`config.mk`:
```
export PLATFORM = sky130hd
export DESIGN_NAME = matrix_loader
export DESIGN_NICKNAME = d
export VERILOG_FILES = /design/src/rtl/matrix_pkg.sv /design/src/rtl/matrix_elem_packer.sv /design/src/rtl/matrix_loader.sv
export SDC_FILE = /design/constraint.sdc
export NUM_CORES = 1
export LEC_CHECK = 0
export CAP_MARGIN = 20
export CELL_PAD_IN_SITES_DETAIL_PLACEMENT = 1
export CELL_PAD_IN_SITES_GLOBAL_PLACEMENT = 2
export CORE_ASPECT_RATIO = 0.75
export CORE_MARGIN = 8
export CORE_UTILIZATION = 35
export DETAILED_ROUTE_END_ITERATION = 10
export GPL_TIMING_DRIVEN = 0
export PLACE_DENSITY_LB_ADDON = 0.08
export SYNTH_ARGS = -nofsm -noshare
export SYNTH_HDL_FRONTEND = slang
export SYNTH_HIERARCHICAL = 1
export SYNTH_SLANG_ARGS = --single-unit
```
`constraint.sdc`:
```
create_clock -name clock -period 7.23 [get_ports clock]
set_input_delay 1.446 -clock clock [delete_from_list [all_inputs] [get_ports clock]]
set_output_delay 1.446 -clock clock [all_outputs]
set_load 0.05 [all_outputs]
```
`src/rtl/matrix_pkg.sv`:
```
// Shared constants, opcodes, state encoding and opcode helpers for the matrix loader.
package matrix_pkg;

    localparam int MAT_DIM = 5;
    localparam int ELEM_W  = 8;
    localparam int FLAT_W  = 200;

    localparam logic [2:0] OP_NONE = 3'b000;
    localparam logic [2:0] OP_SUM  = 3'b001;
    localparam logic [2:0] OP_SUB  = 3'b010;
    localparam logic [2:0] OP_MUL  = 3'b011;
    localparam logic [2:0] OP_OPP  = 3'b100;
    localparam logic [2:0] OP_TRN  = 3'b101;
    localparam logic [2:0] OP_SCL  = 3'b110;
    localparam logic [2:0] OP_DET  = 3'b111;

    typedef enum logic [1:0] {
        ST_IDLE   = 2'd0,
        ST_LOAD_A = 2'd1,
        ST_LOAD_B = 2'd2,
        ST_EXEC   = 2'd3
    } state_t;

    function automatic logic is_binary_op(input logic [2:0] op);
        return (op == OP_SUM) || (op == OP_SUB) || (op == OP_MUL);
    endfunction

endpackage

```
`src/rtl/matrix_elem_packer.sv`:
```
// Packs a row-major element stream of an N x N matrix into a zero-padded 5x5 flat register.
module matrix_elem_packer
    import matrix_pkg::*;
(
    input  logic              clock,
    input  logic              reset,
    input  logic              clear_i,
    input  logic              wr_i,
    input  logic [2:0]        size_i,
    input  logic [ELEM_W-1:0] data_i,
    output logic [FLAT_W-1:0] flat_o,
    output logic              last_o
);

    logic [2:0]        row_q, row_d;
    logic [2:0]        col_q, col_d;
    logic [4:0]        slot;
    logic              col_wrap;
    logic [ELEM_W-1:0] elem_q [MAT_DIM*MAT_DIM];

    assign slot     = ({2'b00, row_q} * 5'd5) + {2'b00, col_q};
    assign col_wrap = (col_q == size_i - 3'd1);
    assign last_o   = wr_i && col_wrap && (row_q == size_i - 3'd1);

    always_comb begin
        row_d = row_q;
        col_d = col_q;
        if (clear_i) begin
            row_d = '0;
            col_d = '0;
        end else if (wr_i) begin
            if (col_wrap) begin
                col_d = '0;
                row_d = row_q + 3'd1;
            end else begin
                col_d = col_q + 3'd1;
            end
        end
    end

    always_ff @(posedge clock) begin
        if (reset) begin
            row_q <= '0;
            col_q <= '0;
        end else begin
            row_q <= row_d;
            col_q <= col_d;
        end
    end

    // One register per 5x5 slot; only the slot addressed by (r,c) captures a transfer.
    generate
        for (genvar gi = 0; gi < MAT_DIM*MAT_DIM; gi++) begin : g_slot
            always_ff @(posedge clock) begin
                if (reset || clear_i) begin
                    elem_q[gi] <= '0;
                end else if (wr_i && (slot == 5'(gi))) begin
                    elem_q[gi] <= data_i;
                end
            end
            assign flat_o[ELEM_W*gi +: ELEM_W] = elem_q[gi];
        end
    endgenerate

endmodule

```
`src/rtl/matrix_loader.sv`:
```
// Command/element feeder for the matrix ALU: loads A (and B for binary ops), then runs an EXEC window.
// Optional abort input enabled by defining MATRIX_LOADER_ABORT_EN.
module matrix_loader
    import matrix_pkg::*;
#(
    parameter int EXEC_CYCLES = 2
)
(
    input  logic              clock,
    input  logic              reset,
`ifdef MATRIX_LOADER_ABORT_EN
    input  logic              abort,
`endif
    input  logic              cmd_valid,
    output logic              cmd_ready,
    input  logic [2:0]        cmd_op,
    input  logic [7:0]        cmd_scalar,
    input  logic [2:0]        cmd_size,
    input  logic              elem_valid,
    output logic              elem_ready,
    input  logic [ELEM_W-1:0] elem_data,
    output logic [FLAT_W-1:0] A_flat,
    output logic [FLAT_W-1:0] B_flat,
    output logic [7:0]        f,
    output logic [2:0]        opcode,
    output logic              result_strobe,
    output logic              busy,
    output logic              cmd_error
);

    localparam logic [3:0] EXEC_LAST = 4'(EXEC_CYCLES - 1);
    localparam logic [3:0] EXEC_PRE  = 4'(EXEC_CYCLES - 2);

    state_t     state_q, state_d;
    logic [2:0] op_q, op_d;
    logic [2:0] size_q, size_d;
    logic [7:0] f_q, f_d;
    logic [3:0] exec_cnt_q, exec_cnt_d;
    logic [2:0] opcode_q, opcode_d;
    logic       strobe_q, strobe_d;
    logic       err_q, err_d;
    logic       clear, wr_a, wr_b, last_a, last_b, abort_w, cmd_bad;

`ifdef MATRIX_LOADER_ABORT_EN
    assign abort_w = abort;
`else
    assign abort_w = 1'b0;
`endif

    assign cmd_ready  = (state_q == ST_IDLE);
    assign elem_ready = (state_q == ST_LOAD_A) || (state_q == ST_LOAD_B);
    assign busy       = (state_q != ST_IDLE);
    assign cmd_bad    = (cmd_op == OP_NONE) || (cmd_size == 3'd0) || (cmd_size > 3'd5);

    always_comb begin
        state_d    = state_q;
        op_d       = op_q;
        size_d     = size_q;
        f_d        = f_q;
        exec_cnt_d = '0;
        opcode_d   = OP_NONE;
        strobe_d   = 1'b0;
        err_d      = 1'b0;
        clear      = 1'b0;
        wr_a       = 1'b0;
        wr_b       = 1'b0;
        case (state_q)
            ST_IDLE: begin
                if (cmd_valid) begin
                    if (cmd_bad) begin
                        err_d = 1'b1;
                    end else begin
                        op_d    = cmd_op;
                        size_d  = cmd_size;
                        f_d     = cmd_scalar;
                        clear   = 1'b1;
                        state_d = ST_LOAD_A;
                    end
                end
            end
            ST_LOAD_A: begin
                wr_a = elem_valid;
                if (last_a) begin
                    if (is_binary_op(op_q)) begin
                        state_d = ST_LOAD_B;
                    end else begin
                        state_d  = ST_EXEC;
                        opcode_d = op_q;
                    end
                end
            end
            ST_LOAD_B: begin
                wr_b = elem_valid;
                if (last_b) begin
                    state_d  = ST_EXEC;
                    opcode_d = op_q;
                end
            end
            ST_EXEC: begin
                exec_cnt_d = exec_cnt_q + 4'd1;
                opcode_d   = op_q;
                // Registered strobe: set one cycle early so it lands in the final EXEC cycle.
                strobe_d   = (exec_cnt_q == EXEC_PRE);
                if (exec_cnt_q == EXEC_LAST) begin
                    state_d    = ST_IDLE;
                    opcode_d   = OP_NONE;
                    exec_cnt_d = '0;
                end
            end
            default: state_d = ST_IDLE;
        endcase
        if (abort_w && (state_q != ST_IDLE)) begin
            state_d    = ST_IDLE;
            opcode_d   = OP_NONE;
            strobe_d   = 1'b0;
            exec_cnt_d = '0;
            wr_a       = 1'b0;
            wr_b       = 1'b0;
        end
    end

    always_ff @(posedge clock) begin
        if (reset) begin
            state_q    <= ST_IDLE;
            op_q       <= OP_NONE;
            size_q     <= '0;
            f_q        <= '0;
            exec_cnt_q <= '0;
            opcode_q   <= OP_NONE;
            strobe_q   <= 1'b0;
            err_q      <= 1'b0;
        end else begin
            state_q    <= state_d;
            op_q       <= op_d;
            size_q     <= size_d;
            f_q        <= f_d;
            exec_cnt_q <= exec_cnt_d;
            opcode_q   <= opcode_d;
            strobe_q   <= strobe_d;
            err_q      <= err_d;
        end
    end

    matrix_elem_packer u_pack_a (
        .clock   (clock),
        .reset   (reset),
        .clear_i (clear),
        .wr_i    (wr_a),
        .size_i  (size_q),
        .data_i  (elem_data),
        .flat_o  (A_flat),
        .last_o  (last_a)
    );

    matrix_elem_packer u_pack_b (
        .clock   (clock),
        .reset   (reset),
        .clear_i (clear),
        .wr_i    (wr_b),
        .size_i  (size_q),
        .data_i  (elem_data),
        .flat_o  (B_flat),
        .last_o  (last_b)
    );

    assign f             = f_q;
    assign opcode        = opcode_q;
    assign result_strobe = strobe_q;
    assign cmd_error     = err_q;

endmodule

```
==> impl_results.md, run 1 <==
* Yosys reg bits at 437
* Comb pwr share at 0.280
* Worst-path clk slew at 60 ps
* Clk_skew at 21.1 ps
* Critical Path AT at 4970 ps
* Slew HR at 0.304
* Switch Pwr at 2.74 mW
* 1st-pass router iterations at 5
* Initial Util at 0.354
* Cts repair resizes at 0
* Sw Share at 0.347
* Residual DRC count at 0
* Net Count, Synth at 1337
* RD Place Congestion at 0.819
* Die area at 56900 sq um
* Tcrit/Tclk final at 0.641
* Crit path max fanout at 13
* Max Buffers Root-to-Sink at 3
* Gr ovfl total at 0
* CTS tree: yes
* Critical path capture point type: register
* Vias per inst at 5.22
* Final Max Tran Viols at 0
* Total track usage at 0.221
* CTS hold repair buffers at 0
* Initial DRC Count at 1092
* Crit path kind: in -> reg
* Sequential fraction of design power at 0.406
* PwrDens at 324 nW/um^2
* Initial antenna violation count at 1
* Post-synth cell types at 50
* Largest net degree at the start of global routing at 15
* Routed wire per std cell at 26.0 um
* Yosys Warn Count at 6
* Clock sinks at 437
* Share of cells above drive strength 1 at 0.0782
* Layout Area Growth over Synthesis at 41.0%
* Post-Syn Area per Cell at 13.5 sq um
* Commonest non-fill, non-tap cells in the layout: 441 x clkdlybuf4s50_1, 400 x edfxtp_1, 230 x nor3_1, 150 x nor2_1, 103 x clkbuf_1
* Hold WC Path Type: reg -> reg
* Max cap viols at 0
* CP startpoint kind: input port
* Final hold slack at 488 ps
* M3 GR Usage at 0.0524
* Commonest non-fill, non-tap cell in the layout: clkdlybuf4s50_1
* Final hold viol count at 0
* Status: finished clean
* First-pass GRT wire length at 93400 um
* Post-synth EDFFs at 400
* Clock group share of total power at 0.314
* Die width at 273 um
* Num CTS Buffers at 47
* Seq/Total Area, Yosys at 0.737
* Final setup viols at 0
* Dpl hpwl at 49300 um
* Int Pwr at 5.15 mW
* Drt total wl at 65200 um
* # IOs at 442
* Die H at 209 um
* FP Rows at 70
* RSZ-0062 raised after global routing: false
* GRT met2 Usage at 0.337
* Worst-case vdd ir drop at 0.174 mV
* PortBufs at 441
* Leak Pwr at 8.34 nW
* Setup TNS at 0 ps
* Routed Antenna Nets at 0
* Number of global-route vias before repair at 13.1k
* Tmin final at 4630 ps
* Synth Instances at 1279
* Met1 GRT Util at 0.310
* WP data required at 7560 ps
* Cell area after synthesis at 17300 sq um
* Setup bufs post-CTS at 0
* Worst-skew pair later-pin latency at 590 ps
* H-tree Lvls at 2
* Clock Tree Root: clkbuf_16
* Core area at 48800 sq um
* Top_reg_cell synth: edfxtp_1
* Detailed-route via count at 13.1k
* Ys async rst share at 0
* GR peak layer: met2
* Fmax at 216 MHz
* Worst slew pin tran at 1030 ps
* Final Net Count at 1876
-- kinds of logic after synthesis --
logic type | Yosys count | share of synthesized area
AND/OR/NAND/NOR | 562 | 0.161
flip-flops | 437 | 0.737
AO/OA/AOI/OAI | 81 | 0.0270
buffers and inverters | 131 | 0.0296
multiplexers | 15 | 0.00868
XOR/XNOR | 21 | 0.0124
adder cells (fa/ha/maj) | 32 | 0.0240
-- critical path, cell delays in order --
cell and delay [ps]:
clkdlybuf4s50_1 510, nor3_1 500, nor4_4 170, buf_4 260, nor2_1 220, clkbuf_1 390, buf_1 440, clkbuf_1 360
o21ai_0 360, buf_2 290
-- layer usage --
layer | wire length [um] | share of wire
met1 | 29200 | 0.45
met2 | 29200 | 0.45
met3 | 5030 | 0.077
met4 | 1730 | 0.027
met5 | 0 | 0
-- sequential cells by signal, indices dropped and copies added (netlist names) --
name and flops:
u_pack_a/elem_q 200, u_pack_b/elem_q 200, f 8, exec_cnt_q 4, op_q 3, opcode 3
size_q 3, u_pack_a/col_q 3, u_pack_a/row_q 3, u_pack_b/col_q 3, u_pack_b/row_q 3, state_q 2
cmd_error 1, result_strobe 1
-- cell usage after synthesis (5+ instances only) --
| library cell | instances | area, sq um |
|---|---|---|
| buf_2 | 13 | 65.1 |
| a21oi_1 | 10 | 50.1 |
| edfxtp_1 | 400 | 12000 |
| nor2_1 | 150 | 563 |
| nor3_1 | 230 | 1150 |
| nand3b_1 | 5 | 37.5 |
| o21ai_0 | 49 | 245 |
| nand3_1 | 24 | 120 |
| inv_1 | 18 | 67.6 |
| nor4_1 | 56 | 350 |
| nand4_1 | 8 | 50.1 |
| and2_1 | 15 | 93.8 |
| xor2_1 | 10 | 87.6 |
| xnor2_1 | 9 | 78.8 |
| clkbuf_1 | 97 | 364 |
| nand2b_1 | 5 | 31.3 |
| o31ai_1 | 7 | 52.6 |
| mux2i_1 | 15 | 150 |
| and3_1 | 6 | 37.5 |
| nand2_1 | 39 | 146 |
| dfxtp_1 | 37 | 741 |
| ha_1 | 30 | 375 |
-- metrics by stage --
step	cells	worst slack [ps]	area (sq um)	utilization	power [mW]
2_1_floorplan	1279	3390	17300	-	4.59
3_3_place_gp	2368	1970	22500	0.462	5.42
3_5_place_dp	2386	2020	22600	0.464	5.46
4_1_cts	2471	2620	24200	0.496	7.94
5_1_grt	2503	2380	24400	0.500	8.13
6_report	2503	2600	24400	0.500	7.89
-- worst paths after layout --
kind / start / end / slack, ps / cells past startpoint
worst max-delay path: cmd_size[2] / u_pack_a/elem_q[0][1] / 2600 / 10
worst min-delay path: exec_cnt_q[3] / result_strobe / 490 / 1
worst max register to register: u_pack_b/row_q[0] / u_pack_b/elem_q[0][1] / 3200 / 10
worst min register to register: exec_cnt_q[3] / result_strobe / 490 / 1
-- cell type report --
type | instances | area, sq um
Fill cell | 4960 | 24400
Sequential cell | 437 | 12800
Timing Repair Buffer | 490 | 4700
Multi-Input combinational cell | 711 | 4030
Clock buffer | 54 | 1220
Tap cell | 648 | 811
Buffer | 113 | 444
Clock inverter | 31 | 345
Inverter | 18 | 67.6
Antenna cell | 1 | 2.50
-- power groups by stage --
stage / Sequential [mW] / Combinational, mW / Clock (mW)
after detailed placement: 3.26 / 2.19 / 0
after floorplan: 4.20 / 0.390 / 0
after global placement: 3.26 / 2.15 / 0
final: 3.20 / 2.21 / 2.48
after CTS: 3.21 / 2.20 / 2.53
after global routing: 3.23 / 2.29 / 2.62
Note: power is estimated with default switching activity, not from simulation.
==> inputs of run 2 (changes only) <==
CORE_UTILIZATION = 29   (was 35)
clock period = 4.1 ns   (was 7.23 ns; I/O delays follow)
==> impl_results.md, run 2 (synthesis results as in run 1) <==
* Drt total wl at 66900 um (+2.6%)
* CP startpoint kind: register
* # diodes at 0 (-1)
* Total track usage at 0.188 (-0.0326)
* Slew HR at 0.324 (+0.0192)
* Initial antenna violation count at 6 (+5)
* First-pass GRT wire length at 94800 um (+1.6%)
* Crit path max fanout at 9 (-4)
* Final Max Tran Viols at 0 (unchanged)
* Final hold slack at 470 ps (-17.9 ps)
* Met3 WL at 4390 um (-13%)
* WL met2 at 30200 um (+3.4%)
* Tmin final at 3870 ps
* Critical path depth at 9 (-1)
* FF+latch area at 12800 sq um (unchanged)
* Worst-skew pair later-pin latency at 590 ps (about the same)
* Residual DRC count at 0 (unchanged)
* CP Buf/Inv Count at 3 (-3)
* PortBufs at 441 (unchanged)
* Initial Util at 0.293 (-0.0612)
* Share of cells above drive strength 1 at 0.0820 (+0.00378)
* Reg-to-reg startpoint: u_pack_a/row_q[0]
* Status: finished clean
* WP data required at 4390 ps (-3170 ps)
* Die H at 227 um (+9.1%)
* # IOs at 442 (unchanged)
* CTS tree: yes
* R2R cell count at 9 (-1)
* Max cap viols at 0 (unchanged)
* Core Util, Final at 0.418 (-0.0818)
* Worst-path clk slew at 60 ps (about the same)
* Core area at 59000 sq um (+21%)
* Clk_skew at 26.5 ps (+5.39 ps)
* Slowest CP cell: o21ai_0
* Largest net degree at the start of global routing at 14 (-1)
* Clock sinks at 437 (unchanged)
* PwrDens at 571 nW/um^2 (+77%)
* Critical path origin: u_pack_a/row_q[0]
* Worst-path cell chain: ha_1 -> ha_1 -> fa_1 -> clkbuf_1 -> nor2b_1 -> clkbuf_1 -> nand2_1 -> o21ai_0 -> buf_4
* Commonest non-fill, non-tap cells in the layout: 441 x clkdlybuf4s50_1, 400 x edfxtp_1, 230 x nor3_1, 150 x nor2_1, 104 x clkbuf_1
* Critical path capture point type: register
* Layout Area Growth over Synthesis at 42.5%
* Clock Tree Root: clkbuf_16
* RSZ-0062 raised after global routing: false
* Worst-case vdd ir drop at 0.311 mV (+78%)
* Worst slew pin tran at 1010 ps (-24.0 ps)
* Setup TNS at 0 ps (unchanged)
* Fillcell total at 6166 (+24%)
* Gr ovfl total at 0 (unchanged)
* 1st-pass router iterations at 7 (+2)
* Commonest non-fill, non-tap cell in the layout: clkdlybuf4s50_1
* Dpl hpwl at 51300 um (+4.0%)
* Final setup viols at 0 (unchanged)
* Routed Antenna Nets at 0 (unchanged)
* Num CTS Buffers at 49 (+4.3%)
* Crit path kind: reg -> reg
* Critical Path AT at 4160 ps (-810 ps)
* DR top layer: met5
* Initial DRC Count at 858 (-21%)
* FP Rows at 77 (+10%)
* Final hold viol count at 0 (unchanged)
* Hold WC Path Type: reg -> reg
* Vias per inst at 4.86 (-6.9%)
* Footprint of the multi-input gates at 4050 sq um (+0.56%)
* CTS hold repair buffers at 0 (unchanged)
* Max Buffers Root-to-Sink at 3 (unchanged)
* R2R setup slack at 230 ps (-2970 ps)
* Met1 wire length at 31000 um (+6.3%)
* Slowest cell delay on critical path at 680 ps (+170 ps)
* Final Net Count at 1875 (-0.053%)
* Leak Pwr at 8.38 nW (+0.50%)
* Tcrit/Tclk final at 0.944
* Die area at 67800 sq um (+19%)
* Setup crit end: u_pack_a/elem_q[1][47]
* Fmax at 259 MHz
* Detailed-route via count at 12.8k (-1.7%)
* Routed wire per std cell at 25.3 um (-2.9%)
* Crit path max-delay family: adder cells
* H-tree Lvls at 2 (unchanged)
* RD Place Congestion at 0.781 (-4.7%)
* Crit Reg-Reg Endpoint: u_pack_a/elem_q[1][47]
* Number of global-route vias before repair at 13.2k (+0.80%)
* Die width at 298 um (+9.3%)
[run 2: per-stage QoR]
| step | cell area, sq um | instances | setup slack [ps] | total power, mW |
|---|---|---|---|---|
| final | 24600 | 2644 | 232 | 14.1 |
| after global routing | 24600 | 2644 | 7.90 | 14.5 |
| after CTS | 24500 | 2619 | 13.9 | 14.2 |
| after detailed placement | 22800 | 2531 | -534 | 9.65 |
| after global placement | 22700 | 2510 | -551 | 9.58 |
| after floorplan | 17300 | 1279 | 687 | 8.09 |
[run 2: power by group]
part	internal, mW	switching [mW]	total, mW
sequential	5.46	0.194	5.65
clock	2.67	1.86	4.54
combinational	1.04	2.84	3.88
[run 2: layout make-up]
cell class	count	area share
Buffer	113	0.0181
Clock buffer	57	0.0519
Clock inverter	31	0.0145
Inverter	18	0.00274
Multi-Input combinational cell	711	0.164
Sequential cell	437	0.518
Tap cell	790	0.0401
Timing Repair Buffer	487	0.191
[run 2: worst min-delay path by stage]
stage | to | from | cells after the start
after CTS | result_strobe | exec_cnt_q[3] | 1
after detailed placement | result_strobe | exec_cnt_q[3] | 1
after floorplan | result_strobe | exec_cnt_q[3] | 1
after global routing | result_strobe | exec_cnt_q[3] | 1
after global placement | result_strobe | exec_cnt_q[3] | 1
final | result_strobe | exec_cnt_q[3] | 1
[run 2: layer usage]
layer / vias up / track usage
met2: 370 / 0.291
met3: 80 / 0.0493
li1: 5850 / -
met4: 8 / 0.0411
met5: - / 0
met1: 6538 / 0.266
[run 2: repair_timing]
| action | 4_1_cts | 5_1_grt |
|---|---|---|
| resized for setup | 4 | 5 |
| hold endpoints to repair | 0 | 0 |
| endpoints found under the setup margin | 32 | 43 |
| pin swaps | 0 | 1 |
| setup buffers | 0 | 2 |
[run 2: worst reg2reg max path: stages, from the launching register on]
cell and delay (ps):
dfxtp_1 470, ha_1 290, ha_1 330, fa_1 540
clkbuf_1 270, nor2b_1 180, clkbuf_1 190, nand2_1 360
o21ai_0 680, buf_4 270
